==> config.mk <==
export PLATFORM = sky130hd
export DESIGN_NAME = bcd_updown_counter
export DESIGN_NICKNAME = d
export VERILOG_FILES = /design/src/rtl/bcd_updown_counter.sv
export SDC_FILE = /design/constraint.sdc
export NUM_CORES = 1
export LEC_CHECK = 0
export BUFFER_PORTS_ARGS = -buffer_cell sky130_fd_sc_hd__buf_2
export CAP_MARGIN = 20
export CORE_MARGIN = 3
export CORE_UTILIZATION = 54
export DETAILED_ROUTE_END_ITERATION = 8
export PLACE_DENSITY = 0.82
export SLEW_MARGIN = 10
export SYNTH_ARGS = -nofsm -noshare
export SYNTH_HDL_FRONTEND = slang
export SYNTH_SLANG_ARGS = --single-unit
==> constraint.sdc <==
create_clock -name clk -period 2.6 [get_ports clk]
set_clock_uncertainty 0.1 [all_clocks]
set_input_delay 0.52 -clock clk [delete_from_list [all_inputs] [get_ports clk]]
set_output_delay 0.52 -clock clk [all_outputs]
set_load 0.05 [all_outputs]
==> src/rtl/bcd_updown_counter.sv <==
// Multi-digit BCD up/down counter with clamped parallel load, wrap/saturate
// mode and registered terminal-count and load-error pulses.
module bcd_updown_counter #(
    parameter int unsigned DIGITS = 2,
    parameter bit          WRAP   = 1'b1
) (
    input  logic                clk,
    input  logic                rst,
    input  logic                en,
    input  logic                up_dn,
    input  logic                load,
    input  logic [4*DIGITS-1:0] load_val,
    output logic [4*DIGITS-1:0] q,
    output logic                tc,
    output logic                load_err
);

    localparam int unsigned W = 4 * DIGITS;

    logic [W-1:0] load_q;
    logic         load_bad;
    logic [W-1:0] step_q;
    logic [W-1:0] count_q;
    logic         boundary;
    logic         carry;
    logic [3:0]   ld;
    logic [3:0]   cd;

    // Per-digit clamp of the load value and a rippling carry/borrow step.
    // A carry/borrow surviving past the top digit marks a range boundary.
    always_comb begin
        load_q   = '0;
        load_bad = 1'b0;
        step_q   = '0;
        carry    = 1'b1;
        ld       = '0;
        cd       = '0;
        for (int i = 0; i < int'(DIGITS); i++) begin
            ld = load_val[4*i +: 4];
            if (ld > 4'd9) begin
                load_q[4*i +: 4] = 4'd9;
                load_bad         = 1'b1;
            end else begin
                load_q[4*i +: 4] = ld;
            end

            cd = q[4*i +: 4];
            if (!carry) begin
                step_q[4*i +: 4] = cd;
            end else if (up_dn) begin
                if (cd == 4'd9) begin
                    step_q[4*i +: 4] = 4'd0;
                end else begin
                    step_q[4*i +: 4] = cd + 4'd1;
                    carry            = 1'b0;
                end
            end else begin
                if (cd == 4'd0) begin
                    step_q[4*i +: 4] = 4'd9;
                end else begin
                    step_q[4*i +: 4] = cd - 4'd1;
                    carry            = 1'b0;
                end
            end
        end
        boundary = carry;
        count_q  = (boundary && !WRAP) ? q : step_q;
    end

    // Priority: load > en > hold; tc and load_err are single-edge pulses.
    always_ff @(posedge clk or negedge rst) begin
        if (!rst) begin
            q        <= '0;
            tc       <= 1'b0;
            load_err <= 1'b0;
        end else if (load) begin
            q        <= load_q;
            tc       <= 1'b0;
            load_err <= load_bad;
        end else if (en) begin
            q        <= count_q;
            tc       <= boundary;
            load_err <= 1'b0;
        end else begin
            tc       <= 1'b0;
            load_err <= 1'b0;
        end
    end

endmodule
### Word-level counts from Yosys, hierarchy flattened

Cells that the tools add are included.

| cells by class | value |
|---|---|
| reduce and logical (&&, ||, !) cells | 5 |
| eq/ne operators | 2 |
| magnitude comparators | 2 |
| muxes and demuxes | 23 |
| add/sub/neg operators | 4 |

Operators by type and width:

| operator | number |
|---|---|
| 4-bit two-way mux | 9 |
| 8-bit two-way mux | 2 |
| 1-bit two-way mux | 12 |
| 4-bit by 1-bit adder with 4-bit output, second input constant | 2 |
| 4-bit == test, second input constant | 2 |
| 4-bit greater-than comparator, second input constant | 2 |
| 4-bit logical NOT | 2 |
| 4-bit by 1-bit subtractor with 4-bit output, second input constant | 2 |
| 2-bit nonzero test | 2 |
| 2-bit AND reduction | 1 |

| storage, ports and cells | value |
|---|---|
| bits of input ports | 13 |
| word-level logic and storage cells | 40 |
| register bits after elaboration | 10 |

### Logic depth before layout (Yosys ltp)

Gate-level depths: netlist of run 1.

| depth | value |
|---|---|
| word-level depth | 6 |
| mapped depth | 6 |
| depth with buffers taken out | 4 |

### Worst setup path after synthesis of run 1

No wires, ideal clock.

| path | value |
|---|---|
| path type | register to register |
| start | register q[0] |
| end | register q[5] |
| period minus slack after synthesis | 1.777 ns |
| buffers on the path | 1 |
| library setup time | 0.124 ns |
| stages on the path, launching flop included | 6 |
| arrival time | 1.553 ns |
| setup slack | 0.823 ns |
| cells stage by stage | dfrtp_1 -> buf_2 -> nor3_2 -> o21ai_2 -> o21a_1 -> o31a_1 |

| on the way | value |
|---|---|
| cells in the longest elaborated chain, start to end | 5 |

RTL lines:

| item | line | RTL |
|---|---|---|
| start: declaration | 13 | `output logic [4*DIGITS-1:0] q,` |
| start signal: assignment | 77 | `q <= load_q;` |
| start signal: assignment | 81 | `q <= count_q;` |
| 4-bit == test / 4-bit logical NOT (equally long branches) | 51, 58 |  |
| 1-bit two-way mux (on tied branches) | 51, 58 |  |
| 1-bit two-way mux * | 50 | `end else if (up_dn) begin` |
| 2-bit nonzero test (no line) * | n/a |  |
| 2-bit AND reduction (no line) * | n/a |  |

Mark *: on every way between the ends. The rest lies on a longest branch, timed or not.
A chain may end at the register's enable or synchronous reset.

### Worst setup path after layout of run 1

| path | value |
|---|---|
| start | register q[0] |
| end | output port q[0] |

No word-level cell between the ends.

==> results.py, run 1 <==
metrics = {
    "clock_network": {
        "post-cts-setup-buffers": 0,
        "cts-root-buf": "clkbuf_4",
        "clock_path_buffers": 2,
        "cts_tree": "done",
        "cts_resized": 0,
        "numClockSinks": 10,
        "clk_latency_ns": 0.27,
        "hold_buffers": 0,
        "cts_buffers": 3,
        "htreeDepth": 1,
        "clk_pin_slew_ns": 0.08,
    },
    "sta": {
        "fin_crit_sh_pct": 69.5,
        "whs_ns": -0.00387,
        "period_needed_ns": 1.81,
        "fin_tns_setup_ns": 0,
        "setup_viol": 0,
        "max_freq_ghz": 0.553,
        "drv_slew": 0,
        "slew_headroom_pct": 74.1,
        "hold_viol": 8,
        "rsz0062_at_grt": "no",
        "worst_slew_pin_slew_ns": 0.388,
    },
    "synth": {
        "synth-adder-area-share_pct": 0,
        "syn_area_per_cell_um2": 8.34,
        "synth-edff-count": 0,
        "synth_flop_cell": "dfrtp_1",
        "synth_compound_area_share_pct": 25.7,
        "synth_seq_area_share_pct": 29.7,
        "synthSimpleGateAreaFrac_pct": 25.6,
        "synthArstFlopShare_pct": 100,
        "ys_ff_latch": 10,
        "synthMuxAreaShare_pct": 1.34,
        "synthDistinctLibCells": 40,
        "synth_cells": 101,
        "yosys_warnings": 0,
        "synth_top_family_by_area": "compound AO/OA/AOI/OAI gates",
        "synth-xor-area-share_pct": 5.20,
        "syn-num-nets": 114,
        "synth_area_um2": 842,
    },
    "finish": {
        "final_nets": 131,
        "drive_above_1_share_pct": 29.9,
        "finalNonFillerCells": 132,
        "final_cell_mix": "buf_2, o21ai_0, dfrtp_1, nor2_1, nand2_1",
        "layout_commonest_cell": "buf_2",
        "antenna_cells": 0,
        "fill_cells": 125,
        "area.growth.synth_to_final_pct": 9.36,
    },
    "floorplan": {
        "die_w_um": 45.5,
        "fp.dieArea_mm2": 0.00207,
        "rows": 13,
        "die_h_um": 45.5,
        "core_area_mm2": 0.00138,
        "io-pin-count": 23,
        "initial_utilization_pct": 60.9,
    },
    "route": {
        "wire_per_inst_um": 14.6,
        "wl_met1_um": 887,
        "routed_via_density": 5.99,
        "drt-pass1-iter-count": 4,
        "vias": 791,
        "routed.top_layer": "met4",
        "met3_length_um": 119,
        "finalWirelength_um": 1930,
        "drc": 0,
        "met2_length_um": 908,
        "ant_nets": 0,
        "dr.first_iter.drc_count": 37,
    },
    "critical_path": {
        "r2r-start": "q[0]",
        "cpPeakStageDelay_ns": 0.58,
        "start_kind": "flop",
        "critical_path_class": "reg2out",
        "rr_endpoint": "q[5]",
        "path_cells": "buf_2",
        "crit_fanout": 12,
        "rr_worst_depth": 4,
        "cp_top_family": "flip-flops",
        "arrival_ns": 1.19,
        "crit_required_ns": 1.98,
        "endpoint_kind": "output port",
        "rrSetupSlack_ns": 0.95,
        "cp_slowest_cell": "dfrtp_1",
        "path_buf_inv": 1,
    },
    "outcome": {
        "violations": "negative hold slack",
        "outcome": "finished, violations left",
    },
    "place": {
        "portBuffers": 22,
        "dp.cells": 128,
        "dp_hpwl_um": 1410,
        "gp_congestion": 0.831,
    },
    "job": {
        "cap_viol_max_count": 0,
    },
    "power_and_ir_drop": {
        "p_sw_uw": 223,
        "cellPowerDensity_mw_per_mm2": 594,
        "seqPwrFrac_pct": 39.0,
        "finalPower_uw": 547,
        "power_leakage_nw": 0.418,
        "clkPwrFrac_pct": 26.7,
        "combPwrFrac_pct": 34.4,
        "vdd_ir_drop_max_v": 0.000369,
        "switching_share_pct": 40.8,
        "p_int_uw": 324,
    },
    "global_routing": {
        "grt_pass1_vias": 733,
        "grt_antenna_before_repair": 0,
        "grt_pass1_wl_um": 3330,
        "track_usage_pct": 22.3,
        "grt_overflow": 0,
        "grt_max_degree": 22,
    },
    "worst_hold_path": {
        "min_path_type": "in2async",
    },
}
==> power groups by stage <==
stage	Clock (mW)	Combinational (mW)	Sequential [mW]
after floorplan	0	0.122	0.246
after global placement	0	0.183	0.213
after detailed placement	0	0.188	0.215
after CTS	0.149	0.189	0.212
after global routing	0.155	0.206	0.220
final	0.146	0.188	0.213
==> layout make-up <==
type,instances,area (um^2),area share (%)
inverter,5,18.8,2.04
sequential,10,250,27.2
timing repair buffer,22,110,12.0
clock buffer,4,36.3,3.94
tap,15,18.8,2.04
multi-input combinational,76,487,52.9
==> worst max-delay path by stage <==
stage                      from   end  slack [ns]  depth (start not counted)
after floorplan            q[0]  q[5]        0.82                          5
after global placement    up_dn  q[5]        0.81                          5
after detailed placement  up_dn  q[5]        0.77                          5
after CTS                  q[1]  q[1]        0.79                          1
after global routing       q[1]  q[1]        0.72                          1
final                      q[0]  q[0]        0.79                          1
==> stage by stage <==
step | util, % | area, um^2 | setup WS, ns | hold slack [ns]
global route | 66.6 | 921 | 0.721 | 0.000730
finish | 66.6 | 921 | 0.793 | -0.00387
CTS | 66.6 | 921 | 0.786 | 0.00125
detailed placement | 64.0 | 885 | 0.770 | 0.294
floorplan | - | 842 | 0.823 | 0.124
global placement | 64.0 | 885 | 0.814 | 0.291
==> kinds of logic after synthesis <==
group | count (synthesis)
mux | 1
xor+xnor | 5
buf+inv | 15
flops | 10
compound gates | 33
simple gates | 37
==> metal layers <==
layer | track usage, % | up-vias
met1 | 34.4 | 366
met3 | 3.56 | 2
met2 | 30.6 | 30
met5 | 0 | -
met4 | 8.77 | 0
li1 | - | 393
==> sequential cells by signal, summed over array words and instances (netlist names) <==
register  count
q             8
load_err      1
tc            1
==> Yosys cell counts, drive strengths merged, types with 2 or more instances <==
cell type   n  area, um^2
o31a        2        18.8
nor2        8        30.0
o21ai      17        88.8
inv         5        18.8
o21ba       2        20.0
o21a        3        22.5
a31oi       3        18.8
nand2       6        22.5
buf         9        72.6
and3        5        33.8
nor3        5        30.0
xor2        4        35.0
dfrtp      10         250
nor2b       3        18.8
Note: power is estimated with default switching activity, not from simulation.
==> run 2, diff against run 1 <==
--- a/config.mk
+++ b/config.mk
@@ -5,12 +5,13 @@
 export SDC_FILE = /design/constraint.sdc
 export NUM_CORES = 1
 export LEC_CHECK = 0
+export ABC_AREA = 1
 export BUFFER_PORTS_ARGS = -buffer_cell sky130_fd_sc_hd__buf_2
 export CAP_MARGIN = 20
 export CORE_MARGIN = 3
-export CORE_UTILIZATION = 54
+export CORE_UTILIZATION = 46
 export DETAILED_ROUTE_END_ITERATION = 8
-export PLACE_DENSITY = 0.82
+export PLACE_DENSITY = 0.74
 export SLEW_MARGIN = 10
 export SYNTH_ARGS = -nofsm -noshare
 export SYNTH_HDL_FRONTEND = slang
==> constraint.sdc (replaced) <==
create_clock -name clk -period 1.6 [get_ports clk]
set_clock_uncertainty 0.1 [all_clocks]
set_input_delay 0.32 -clock clk [delete_from_list [all_inputs] [get_ports clk]]
set_output_delay 0.32 -clock clk [all_outputs]
set_load 0.05 [all_outputs]
==> run 2 against run 1 <==
  * Total power is 93% higher
  * Largest cell class unchanged
  * Synthesized cell count is 33% higher
  * Hold slack better by 0.21 ns
  * First-iteration DRC count is 8.1% higher
  * The run now ends clean
  * Largest power group is now combinational cells
  * Combinational power grew to 2.5 times the previous value
==> results.py, run 2 <==
metrics = {
    "synth": {
        "netlist_top_cells_area": "dfrtp_1, nand2_1, nand3_1",
        "syn-num-nets": 147,
        "synth_seq_area_share_pct": 29.8,
        "ys_ff_latch": 10,
        "synth_area_um2": 841,
        "yosys_warnings": 0,
        "synth_flop_cell": "dfrtp_1",
        "synth_top_area_share_pct": 29.8,
        "synth_cells": 134,
        "synth-edff-count": 0,
        "syn_area_per_cell_um2": 6.27,
        "synth_top_area_cell": "dfrtp_1",
        "synthDistinctLibCells": 23,
        "synth_most_common_cell": "nand2_1",
        "synthArstFlopShare_pct": 100,
        "synth_commonest_cells": "nand2_1, nand3_1, inv_1",
    },
    "sta": {
        "rsz0062_at_grt": "no",
        "slew_headroom_pct": 78.9,
        "hold_viol": 0,
        "max_freq_ghz": 0.672,
        "worst_slew_pin_slew_ns": 0.315,
        "fin_crit_sh_pct": 93.0,
        "setup_viol": 0,
        "drv_slew": 0,
        "fin_tns_setup_ns": 0,
        "period_needed_ns": 1.49,
    },
    "critical_path": {
        "crit_required_ns": 1.18,
        "rrSetupSlack_ns": 0.23,
        "worstSetupPathDepth": 1,
        "crit_fanout": 8,
        "endpoint_kind": "output port",
        "start_kind": "flop",
        "cp_slowest_cell": "dfrtp_1",
        "startpoint": "q[7]",
        "critical_path_class": "reg2out",
        "rr_worst_depth": 7,
        "path_buf_inv": 1,
        "path_cells": "buf_2",
        "r2r-start": "q[2]",
        "cp_top_family": "flip-flops",
        "arrival_ns": 1.07,
        "cpPeakStageDelay_ns": 0.48,
    },
    "finish": {
        "finalNonFillerCells": 182,
        "reg_top3": "q x8, load_err x1, tc x1",
        "drive_above_1_share_pct": 25.3,
        "final_nets": 172,
        "regMostFlops": "q",
        "final_cell_mix": "nand2_1, buf_2, nand3_1, inv_1, nor2_1",
        "antenna_cells": 0,
        "area.growth.synth_to_final_pct": 19.8,
        "layout_commonest_cell": "nand2_1",
        "fill_cells": 157,
        "largest_reg_flops": 8,
    },
    "worst_hold_path": {
        "min_path_type": "in2reg",
        "hp-start": "load_val[0]",
        "holdPathStages": 3,
    },
    "place": {
        "portBuffers": 22,
        "gp_congestion": 0.925,
        "dp_hpwl_um": 1630,
        "dp.cells": 177,
    },
    "floorplan": {
        "io-pin-count": 23,
        "die_h_um": 48.8,
        "fp.dieArea_mm2": 0.00238,
        "die_w_um": 48.8,
        "rows": 14,
        "core_area_mm2": 0.00161,
        "initial_utilization_pct": 52.2,
    },
    "clock_network": {
        "clk_latency_ns": 0.28,
        "numClockSinks": 10,
        "cts_resized": 0,
        "cts_buffers": 3,
        "cts-root-buf": "clkbuf_4",
        "clock_path_buffers": 2,
        "cts_tree": "done",
        "clk_pin_slew_ns": 0.08,
        "htreeDepth": 1,
    },
    "power_and_ir_drop": {
        "cellPowerDensity_mw_per_mm2": 1050,
        "vdd_ir_drop_max_v": 0.000652,
        "power_leakage_nw": 0.568,
    },
    "global_routing": {
        "track_usage_pct": 18.7,
        "grt_antenna_before_repair": 0,
        "use_met2_pct": 28.7,
        "use_met3_pct": 2.76,
        "grt_util_met1_pct": 25.1,
        "grt_pass1_wl_um": 3540,
        "grt_overflow": 0,
        "grt_pass1_vias": 838,
        "grt_max_degree": 14,
        "busiest_layer": "met2",
    },
    "route": {
        "routed_via_density": 5.23,
        "wire_per_inst_um": 11.4,
        "ant_nets": 0,
        "dr.first_iter.drc_count": 40,
        "vias": 952,
        "drc": 0,
        "finalWirelength_um": 2070,
        "drt-pass1-iter-count": 4,
    },
    "job": {
        "cap_viol_max_count": 0,
    },
    "outcome": {
        "outcome": "finished clean",
    },
}
run 2: cell count changes after synthesis, sizes merged, moves of 4 or more:
cell	before	now
a21oi	1	6
and3	5	0
buf	9	3
inv	5	18
nand2	6	48
nand3	0	19
nor2	8	12
o21ai	17	8
xor2	4	0
run 2: cell type report:
type                       instances  area (um^2)  share of cell area (%)
tap                               24         30.0                    2.98
timing repair buffer              23          120                    11.9
sequential                        10          250                    24.8
clock buffer                       4         36.3                    3.60
multi-input combinational        102          499                    49.6
inverter                          19         71.3                    7.08
run 2: path summary, 6_finish.rpt:
check | to
max reg2reg | q[4]
min reg2reg | q[5]
max in group asynchronous | load_err
max | q[7]
min | q[0]
min in group asynchronous | q[0]
run 2: kinds of logic after synthesis:
kind of cell	count (synthesis)	share of synthesized area, %
AOI/OAI and AO/OA	20	14.6
buffers and inverters	22	10.9
DFF	10	29.8
and+or+nand+nor	82	44.8
run 2: where the power goes:
part	switching (mW)	internal [mW]	total, mW
clock	0.101	0.138	0.240
sequential	0.0572	0.286	0.343
combinational	0.336	0.137	0.472
total	0.494	0.561	1.06
run 2: per-stage QoR:
| stage | power, mW | cell area, um^2 | util [%] | hold WS, ns | setup slack [ns] |
|---|---|---|---|---|---|
| 3_5_place_dp | 0.816 | 961 | 59.6 | 0.0945 | 0.263 |
| 2_1_floorplan | 0.703 | 841 | - | -0.0756 | 0.0309 |
| 5_1_grt | 1.13 | 1010 | 62.5 | 0.240 | 0.0583 |
| 3_3_place_gp | 0.805 | 961 | 59.6 | 0.0929 | 0.277 |
| 4_1_cts | 1.05 | 1010 | 62.5 | 0.208 | 0.109 |
| 6_report | 1.06 | 1010 | 62.5 | 0.204 | 0.111 |
run 2: layer usage:
layer	part of all wire, %	routed length (um)	vias to the layer above
li1	-	-	479
met3	6.4	132	9
met4	3.3	68	0
met5	0	0	-
met2	45	924	42
met1	46	946	422
run 2: timing repair:
item	4_1_cts	5_1_grt
endpoints found under the hold margin	10	0
hold buffers	1	0
setup buffers	0	0
